==> config.mk <==
export PLATFORM = sky130hd
export DESIGN_NAME = piece_ctrl
export DESIGN_NICKNAME = d
export VERILOG_FILES = /design/src/rtl/tetris_pkg.sv /design/src/rtl/piece_lfsr.sv /design/src/rtl/piece_ctrl.sv
export SDC_FILE = /design/constraint.sdc
export NUM_CORES = 1
export LEC_CHECK = 0
export BUFFER_PORTS_ARGS = -buffer_cell sky130_fd_sc_hd__buf_2
export CAP_MARGIN = 20
export CELL_PAD_IN_SITES_DETAIL_PLACEMENT = 1
export CELL_PAD_IN_SITES_GLOBAL_PLACEMENT = 2
export CORE_MARGIN = 2
export CORE_UTILIZATION = 31
export CTS_BUF_LIST = sky130_fd_sc_hd__clkbuf_2
export DETAILED_ROUTE_END_ITERATION = 12
export GPL_TIMING_DRIVEN = 0
export HOLD_SLACK_MARGIN = 0.06
export PLACE_DENSITY_LB_ADDON = 0.1
export SYNTH_ARGS = -nofsm -noshare
export SYNTH_HDL_FRONTEND = slang
export SYNTH_SLANG_ARGS = --single-unit
export TNS_END_PERCENT = 5
==> constraint.sdc <==
create_clock -name clk -period 1.7 [get_ports clk]
set_input_delay 0.34 -clock clk [delete_from_list [all_inputs] [get_ports clk]]
set_output_delay 0.34 -clock clk [all_outputs]
set_load 0.05 [all_outputs]
==> src/rtl/tetris_pkg.sv <==
// Shared definitions for the falling-piece game blocks: board geometry,
// piece type encoding, controller state encoding and the type-mapping helper.
package tetris_pkg;

  localparam int COLS      = 10;
  localparam int ROWS      = 20;
  localparam int NUM_TYPES = 7;

  // Galois feedback mask for x^16 + x^14 + x^13 + x^11 + 1 (right-shifting form)
  localparam logic [15:0] LFSR_TAPS = 16'hB400;

  typedef enum logic [2:0] {
    T_I = 3'd0,
    T_O = 3'd1,
    T_T = 3'd2,
    T_S = 3'd3,
    T_Z = 3'd4,
    T_J = 3'd5,
    T_L = 3'd6
  } piece_t;

  typedef enum logic [2:0] {
    ST_IDLE,
    ST_SPAWN,
    ST_CHECK,
    ST_FALL,
    ST_LOCK,
    ST_WAIT,
    ST_OVER
  } state_t;

  // Fold the 8 raw LFSR codes onto the 7 piece types; the unused code 7 becomes type 0.
  function automatic logic [2:0] map_type(input logic [2:0] raw);
    return (raw == 3'(NUM_TYPES)) ? 3'(T_I) : raw;
  endfunction

endpackage

==> src/rtl/piece_lfsr.sv <==
// Free-running 16-bit Galois LFSR producing a candidate piece type every cycle.
module piece_lfsr
  import tetris_pkg::*;
#(
  parameter logic [15:0] LFSR_SEED = 16'hACE1
) (
  input  logic       clk,
  input  logic       rst,
  output logic [2:0] type_out
);

  logic [15:0] lfsr;

  // Shift right every cycle; feedback bit lfsr[0] is folded back through the tap mask.
  always_ff @(posedge clk) begin
    // NOTE: sequential state is written with non-blocking assignments so every
    // register samples pre-edge values regardless of statement order.
    if (rst) lfsr <= LFSR_SEED;
    else     lfsr <= {1'b0, lfsr[15:1]} ^ (lfsr[0] ? LFSR_TAPS : 16'h0000);
  end

  assign type_out = map_type(lfsr[2:0]);

endmodule

==> src/rtl/piece_ctrl.sv <==
// Falling-piece controller: owns the active piece position/orientation, applies
// button and gravity moves gated by the board's permission flags, commits the
// piece with a one-cycle refresh pulse and spawns the next one.
// The piece type output is named piece_type because 'type' is a reserved word.
module piece_ctrl
  import tetris_pkg::*;
#(
  parameter int          SPAWN_X   = 3,
  parameter int          SPAWN_Y   = 0,
  parameter logic [15:0] LFSR_SEED = 16'hACE1,
  parameter int          WAIT_MIN  = 2
) (
  input  logic        clk,
  input  logic        rst,
  input  logic        start,
  input  logic        btn_l,
  input  logic        btn_r,
  input  logic        btn_rot,
  input  logic        btn_dn,
  input  logic        tick,
  input  logic        el,
  input  logic        er,
  input  logic        eu,
  input  logic        edrop,
  input  logic        overflow,
  input  logic        refresh_done,
  output logic [4:0]  x,
  output logic [4:0]  y,
  output logic [2:0]  piece_type,
  output logic [1:0]  dir,
  output logic [2:0]  next_type,
  output logic        refresh,
  output logic        game_over,
  output logic [15:0] piece_cnt
);

  localparam int          WCW       = $clog2(WAIT_MIN + 1) + 1;
  localparam logic [2:0]  SEED_TYPE = map_type(LFSR_SEED[2:0]);

  state_t           state;
  logic [WCW-1:0]   wait_cnt;
  logic [2:0]       cand_type;

  piece_lfsr #(.LFSR_SEED(LFSR_SEED)) u_lfsr (
    .clk      (clk),
    .rst      (rst),
    .type_out (cand_type)
  );

  // Controller FSM with all outputs registered; refresh defaults low so it
  // is a single-cycle pulse coinciding with the LOCK state.
  always_ff @(posedge clk) begin
    if (rst) begin
      state      <= ST_IDLE;
      x          <= 5'(SPAWN_X);
      y          <= 5'(SPAWN_Y);
      dir        <= 2'd0;
      piece_type <= 3'(T_I);
      next_type  <= SEED_TYPE;
      refresh    <= 1'b0;
      game_over  <= 1'b0;
      piece_cnt  <= 16'd0;
      wait_cnt   <= '0;
    end else begin
      refresh <= 1'b0;
      case (state)
        ST_IDLE: begin
          if (start) state <= ST_SPAWN;
        end

        ST_SPAWN: begin
          x          <= 5'(SPAWN_X);
          y          <= 5'(SPAWN_Y);
          dir        <= 2'd0;
          piece_type <= next_type;
          next_type  <= cand_type;
          state      <= ST_CHECK;
        end

        // Permission/overflow inputs now describe the freshly spawned piece.
        ST_CHECK: begin
          if (overflow) begin
            state     <= ST_OVER;
            game_over <= 1'b1;
          end else begin
            state <= ST_FALL;
          end
        end

        // One action per cycle; gravity and soft drop outrank player moves.
        ST_FALL: begin
          if (tick || btn_dn) begin
            if (edrop) begin
              y <= y + 5'd1;
            end else begin
              state   <= ST_LOCK;
              refresh <= 1'b1;
            end
          end else if (btn_rot && eu) begin
            dir <= dir + 2'd1;
          end else if (btn_l && el) begin
            x <= x - 5'd1;
          end else if (btn_r && er) begin
            x <= x + 5'd1;
          end
        end

        ST_LOCK: begin
          piece_cnt <= piece_cnt + 16'd1;
          wait_cnt  <= WCW'(1);
          state     <= ST_WAIT;
        end

        // The board needs WAIT_MIN cycles before its idle flag is trustworthy.
        ST_WAIT: begin
          if ((wait_cnt >= WCW'(WAIT_MIN)) && refresh_done) begin
            state <= ST_SPAWN;
          end else if (wait_cnt < WCW'(WAIT_MIN)) begin
            wait_cnt <= wait_cnt + WCW'(1);
          end
        end

        ST_OVER: begin
          if (start) begin
            piece_cnt <= 16'd0;
            game_over <= 1'b0;
            state     <= ST_SPAWN;
          end
        end

        default: state <= ST_IDLE;
      endcase
    end
  end

endmodule

==> metrics.md, run 1 <==
| Metric | Value |
|---|---|
| # port buffers | `48` |
| Count of flip-flops with a built-in enable after synthesis | `0` |
| Die width | `95.7 microns` |
| DRC Markers | `0` |
| # rows | `33` |
| Vias in the first global route | `2254` |
| Global-route wire length before repair | `11.2 mm` |
| Lkg Pwr | `1.33 nW` |
| Post-synth top cells | `dfxtp_1 (58), nor2_1 (25), nand2_1 (24), a21oi_1 (21)` |
| Gp weighted congestion | `0.812` |
| Post-DR wirelength/cell | `14.5 microns` |
| Depth of the CTS H-tree | `3` |
| Die area | `0.00916 sq mm` |
| Total CTS buffers | `9` |
| Final Hold Viols | `0` |
| Total track usage | `0.158` |
| Worst setup EP type | `flop` |
| Element type at the critical path start | `flop` |
| P_sw | `1.36 mW` |
| Syn nets | `311` |
| R2R Setup Slk | `6 ps` |
| Largest net degree at the start of global routing | `11` |
| Unrepaired setup endpoints after global routing | `yes` |
| Max Cap Violations | `0` |
| Die height | `95.7 microns` |
| Yosys warnings | `0` |
| Busiest grt layer | `met2` |
| Post-DP Area | `0.00303 sq mm` |
| Worst setup path category | `reg2reg` |
| Post-Synthesis Cells | `292` |
| Final worst path period share | `0.996` |
| Clock sink count | `58` |
| Vias per cell | `5.00` |
| Flop pwr share | `0.415` |
| Starting Density | `0.319` |
| Clock-pin transition on the worst setup and hold timing paths | `170 ps` |
| Seq/Total Area, Yosys | `0.445` |
| Synth top area share | `0.445` |
| DR pass1 iterations | `4` |
| Period minus WS final | `1690 ps` |
| Global-route track usage on met3 | `0.0517` |
| Max frequency | `0.590 GHz` |
| GRT met1 Usage | `0.198` |
| Placed Cells | `445` |
| Final setup violation count | `0` |
| Worst Tran Pin Value | `590 ps` |
| Post-synthesis register bit count | `58` |
| Hold Crit Class | `in2reg` |
| TritonCTS clock tree | `yes` |
| Avg Inst Size Synth | `8.93 sq um` |
| Drt total wl | `6.86 mm` |
| Detailed placement HPWL | `4.75 mm` |
| Max_slew headroom | `0.607` |
| Largest stage delay, worst path | `420 ps` |
| Fin area | `0.00334 sq mm` |
| Root Buffer | `clkbuf_2` |
| Internal power | `2.46 mW` |
| Grt met2 use | `0.262` |
| Setup TNS | `0 ps` |
| Peak supply drop | `0.731 mV` |
| Dominant synthesized flop cell | `dfxtp_1` |
| Synth area leaders | `dfxtp_1 (45%), xnor2_1 (4.4%), a21oi_1 (4.0%)` |
| Iteration-0 DRC Markers | `64` |
| Clock Path Buffers | `2` |
| Final Slew Violations | `0` |
| Clock Latency Late Sink | `480 ps` |
| Comb pwr share | `0.318` |
| Final hold slack | `135 ps` |
| DR vias | `2362` |
| Final Non-Filler Cells | `472` |
| Core area | `0.00818 sq mm` |
| CP max-delay cell | `or4_4` |
| Distinct cells, synth | `54` |
| Synth Cell Area | `0.00261 sq mm` |
| Fill count | `1001` |
| Nets | `381` |
| Area Overhead vs Synth | `28.1%` |
| # IOs | `50` |
| Worst Skew | `18.0 ps` |
| CP cell instances | `nand2b_4 -> or3_4 -> buf_8 -> or4_4 -> a21oi_2` |
| GRT overflow | `0` |
| Fraction of layout cells with a size suffix above 1 | `0.351` |
| Initial antenna violation count | `0` |
| Clock power share | `0.267` |
| Post-synth top area cell | `dfxtp_1` |
| Worst EP arrival | `2120 ps` |
| Switch share | `0.357` |
| Outcome | `completed` |
| Synth async-reset ratio | `0` |
| Critical Path Fanout Max | `8` |
| Routed Antenna Nets | `0` |
| Diodes inserted | `0` |
| Total power per unit cell area | `1140 mW/mm^2` |
| WP data required | `2130 ps` |
| Top-count cell post-synth | `dfxtp_1` |
through the flow:
| stage | total power [mW] | setup WS, ps | util |
|---|---|---|---|
| 4_1_cts | 3.79 | -28.8 | 0.392 |
| 5_1_grt | 4.09 | -95.0 | 0.409 |
| 2_1_floorplan | 2.39 | -45.4 | - |
| 3_5_place_dp | 2.67 | -309 | 0.371 |
| 3_3_place_gp | 2.66 | -299 | 0.371 |
| 6_report | 3.82 | 6.36 | 0.409 |
critical path, delay by kind of cell (launching register included):
| family | cells | cell delay (ps) |
|---|---|---|
| AOI/OAI and AO/OA | 1 | 130 |
| buffers and inverters | 1 | 140 |
| DFF | 1 | 400 |
| and+or+nand+nor | 3 | 980 |
sequential cells by signal, summed over array words and instances (netlist names), 2 cells and up:
signal,cells
piece_cnt,16
u_lfsr.lfsr,16
x,5
y,5
next_type,3
piece_type,3
state,3
wait_cnt,3
dir,2
power groups by stage:
| stage | registers (mW) | logic, mW | clock network [mW] |
|---|---|---|---|
| CTS | 1.57 | 1.15 | 1.07 |
| detailed placement | 1.59 | 1.09 | 0 |
| global route | 1.61 | 1.35 | 1.13 |
| finish | 1.59 | 1.21 | 1.02 |
| global placement | 1.59 | 1.08 | 0 |
| floorplan | 1.72 | 0.671 | 0 |
layout by cell type, fill, tap and decap left out, types with 3 or more instances in the layout:
master    count
xnor2_1      13
or4_1         6
clkbuf_1      8
nand2b_1      5
mux2_2        4
nor2b_1       8
inv_1         7
ha_1          3
and2_1        3
nor2_1       24
buf_2        47
a21oi_1      19
clkbuf_4      3
o31ai_1       7
dfxtp_1      44
buf_4        13
nand2_1      23
clkbuf_2     12
dfxtp_2       7
or2_2         8
nor3_1       10
dfxtp_4       7
nand3_1       8
nor4_1        4
o21ai_0       5
a211oi_1      3
repair_timing:
item,in CTS,in global routing
resized for setup,11,24
hold buffers,1,0
pin swaps,9,4
setup buffers,2,10
endpoints found under the setup margin,26,14
endpoints found under the hold margin,1,0
kinds of logic after synthesis:
logic type,share of synthesized area
simple gates,0.259
compound gates,0.157
flops,0.445
buf+inv,0.0422
xor+xnor,0.0470
mux,0.0250
fa+ha+maj,0.0240
metal layers:
layer / routed length [microns] / vias up
met2: 3330 / 33
met5: 0 / -
li1: - / 1186
met4: 54 / 0
met1: 3200 / 1139
met3: 274 / 4
path summary, 6_finish.rpt:
kind / depth (start not counted) / end / startpoint
max: 5 / piece_cnt[12] / state[0]
min: 3 / game_over / overflow
max reg2reg: 5 / piece_cnt[12] / state[0]
min reg2reg: 1 / u_lfsr.lfsr[6] / u_lfsr.lfsr[7]
final cells by class:
class	count	area [sq um]	area share
Multi-Input combinational cell	209	1420	0.425
Sequential cell	58	1200	0.358
Inverter	7	26.3	0.00787
Clock buffer	10	50.0	0.0150
Tap cell	105	131	0.0393
Clock inverter	6	80.1	0.0240
Buffer	16	92.6	0.0277
Timing Repair Buffer	61	343	0.103
Power figures use the tool's default switching activity.
==> inputs of run 2 (changes only) <==
==> constraint.sdc (replaced) <==
create_clock -name clk -period 1.7 [get_ports clk]
set_input_delay 0.085 -clock clk [delete_from_list [all_inputs] [get_ports clk]]
set_output_delay 0.085 -clock clk [all_outputs]
set_load 0.05 [all_outputs]
==> run 2 against run 1 <==
  * Setup slack better by 12 ps
  * Design area up 2.3%
  * Sequential power about the same
  * Worst hold slack better by 35 ps
  * Power up 0.31%
  * Clock power about the same
  * Critical path type unchanged
==> metrics.md, run 2 (same netlist as run 1, synthesis figures left out) <==
| Metric | Value |
|---|---|
| Outcome | `completed (unchanged)` |
| Root Buffer | `clkbuf_2 (unchanged)` |
| Max Cap Violations | `0 (unchanged)` |
| # IOs | `50 (unchanged)` |
| Iteration-0 DRC Markers | `41 (was 64)` |
| Period minus WS final | `1680 ps (was 1690 ps)` |
| Max_slew headroom | `0.627 (was 0.607)` |
| Post-DR wirelength/cell | `14.4 microns (was 14.5 microns)` |
| Placed Cells | `445 (unchanged)` |
| Worst Hold Depth | `5 (was 3)` |
| Fraction of layout cells with a size suffix above 1 | `0.344 (was 0.351)` |
| Lkg Pwr | `1.36 nW (was 1.33 nW)` |
| Register area | `0.00120 sq mm (unchanged)` |
| Core area | `0.00818 sq mm (unchanged)` |
| Worst setup EP type | `flop (unchanged)` |
| Wire length on met3 | `239 microns (was 274 microns)` |
| Peak supply drop | `0.732 mV (was 0.731 mV)` |
| Setup crit end | `piece_cnt[12] (unchanged)` |
| GRT overflow | `0 (unchanged)` |
| Depth of the CTS H-tree | `3 (unchanged)` |
| R2R cell count | `5 (unchanged)` |
| FF-to-FF Start | `state[0] (unchanged)` |
| Final hold slack | `170 ps (was 135 ps)` |
| Die area | `0.00916 sq mm (unchanged)` |
| Starting Density | `0.319 (unchanged)` |
| TritonCTS clock tree | `yes (unchanged)` |
| Final setup violation count | `0 (unchanged)` |
| Worst setup path category | `reg2reg (unchanged)` |
| Crit path buffers/inverters | `1 (unchanged)` |
| Clock Latency Late Sink | `480 ps (about the same)` |
| Total power per unit cell area | `1120 mW/mm^2 (was 1140 mW/mm^2)` |
| Clock sink count | `58 (unchanged)` |
| Die height | `95.7 microns (unchanged)` |
| WP depth | `5 (unchanged)` |
| R2R Setup Slk | `20 ps (was 6 ps)` |
| RR Endpoint | `piece_cnt[12] (unchanged)` |
| CP cell instances | `nand2b_4 -> or3_4 -> buf_8 -> or4_4 -> a21oi_2 (unchanged)` |
| Pwr Total | `3.84 mW (was 3.82 mW)` |
| Area Overhead vs Synth | `31.1% (was 28.1%)` |
| Area occupied by multi-input gates | `0.00142 sq mm (unchanged)` |
| # port buffers | `48 (unchanged)` |
| Crit path launch | `state[0] (unchanged)` |
| Largest stage delay, worst path | `420 ps (about the same)` |
| Detailed placement HPWL | `4.75 mm (unchanged)` |
| Worst EP arrival | `2110 ps (was 2120 ps)` |
| DR vias | `2400 (was 2362)` |
| Final Slew Violations | `0 (unchanged)` |
| Total track usage | `0.161 (was 0.158)` |
| DRC Markers | `0 (unchanged)` |
| Met1 wire length | `3.21 mm (was 3.20 mm)` |
| Final Hold Viols | `0 (unchanged)` |
| Biggest regs | `piece_cnt (16), u_lfsr.lfsr (16) (unchanged)` |
| Hold Crit Class | `in2reg (unchanged)` |
| Largest net degree at the start of global routing | `11 (unchanged)` |
| Commonest non-fill, non-tap cell in the layout | `buf_2 (unchanged)` |
| Final core utilization | `0.418 (was 0.409)` |
| Worst Tran Pin Value | `560 ps (was 590 ps)` |
| Met2 wire len | `3.38 mm (was 3.33 mm)` |
| Worst Skew | `19.7 ps (was 18.0 ps)` |
| Final worst path period share | `0.989 (was 0.996)` |
| # rows | `33 (unchanged)` |
| Clock-pin transition on the worst setup and hold timing paths | `170 ps (about the same)` |
| Final Non-Filler Cells | `480 (was 472)` |
| Vias per cell | `5.00 (about the same)` |
| Routed Antenna Nets | `0 (unchanged)` |
| Most frequent cells in the layout | `buf_2 (48), dfxtp_1 (44), nor2_1 (24), nand2_1 (23), a21oi_1 (19) (was buf_2 (47), dfxtp_1 (44), nor2_1 (24), nand2_1 (23), a21oi_1 (19))` |
| Clock Path Buffers | `2 (unchanged)` |
| CP top delay family | `simple AND/OR/NAND/NOR gates (unchanged)` |
| Critical Path Fanout Max | `8 (unchanged)` |
| Max frequency | `0.595 GHz (was 0.590 GHz)` |
| Initial antenna violation count | `0 (unchanged)` |
| Total CTS buffers | `9 (unchanged)` |
| Nets | `389 (was 381)` |
| Drt total wl | `6.93 mm (was 6.86 mm)` |
| Max layer used | `met4 (unchanged)` |
| Diodes inserted | `0 (unchanged)` |
| Die width | `95.7 microns (unchanged)` |
| DR pass1 iterations | `6 (was 4)` |
| Element type at the critical path start | `flop (unchanged)` |
| Global-route wire length before repair | `11.4 mm (was 11.2 mm)` |
| Unrepaired setup endpoints after global routing | `yes (unchanged)` |
| Fill count | `996 (was 1001)` |
| WP data required | `2130 ps (about the same)` |
| Gp weighted congestion | `0.812 (unchanged)` |
| Vias in the first global route | `2293 (was 2254)` |
| CP max-delay cell | `or4_4 (unchanged)` |
run 2: worst min-delay path by stage:
| stage | startpoint | endpoint |
|---|---|---|
| after floorplan | edrop | refresh |
| after global placement | edrop | refresh |
| after CTS | btn_dn | y[1] |
| after detailed placement | edrop | refresh |
| final | btn_dn | y[1] |
| after global routing | btn_dn | y[1] |
run 2: stage by stage:
step / cell area [sq um] / setup slack, ps / setup TNS, ps
2_1_floorplan: 2660 / -45.4 / -268
3_3_place_gp: 3030 / -299 / -2570
3_5_place_dp: 3030 / -309 / -2860
4_1_cts: 3290 / -28.8 / -54.5
5_1_grt: 3420 / -91.6 / -251
6_report: 3420 / 18.0 / 0
run 2: what timing repair did:
item | CTS | global route
setup buffers | 2 | 10
resized for setup | 11 | 23
endpoints found under the hold margin | 10 | 0
setup endpoints to repair | 26 | 13
pin swaps | 9 | 4
hold buffers | 9 | 0
run 2: area by class of cell:
| cell class | instances | share of cell area |
|---|---|---|
| Buffer | 16 | 0.0271 |
| Clock inverter | 6 | 0.0234 |
| Inverter | 7 | 0.00769 |
| Timing Repair Buffer | 69 | 0.123 |
| Tap cell | 105 | 0.0384 |
| Multi-Input combinational cell | 209 | 0.416 |
| Sequential cell | 58 | 0.350 |
| Clock buffer | 10 | 0.0146 |
run 2: routing by layer:
metal,track usage,vias to the layer above
met2,0.269,36
met1,0.201,1152
met3,0.0509,8
li1,-,1204
met4,0.0393,0
met5,0,-
run 2: worst reg2reg max path: cells and delay by family, from the launching register on:
family	cells	cell delay (ps)
compound gates	1	130
flops	1	390
simple gates	3	980
buf+inv	1	140
run 2: power by group:
part	total [mW]	internal [mW]	switching [mW]
Clock	1.02	0.485	0.532
Sequential	1.59	1.48	0.105
Combinational	1.23	0.503	0.727
Total	3.84	2.47	1.36
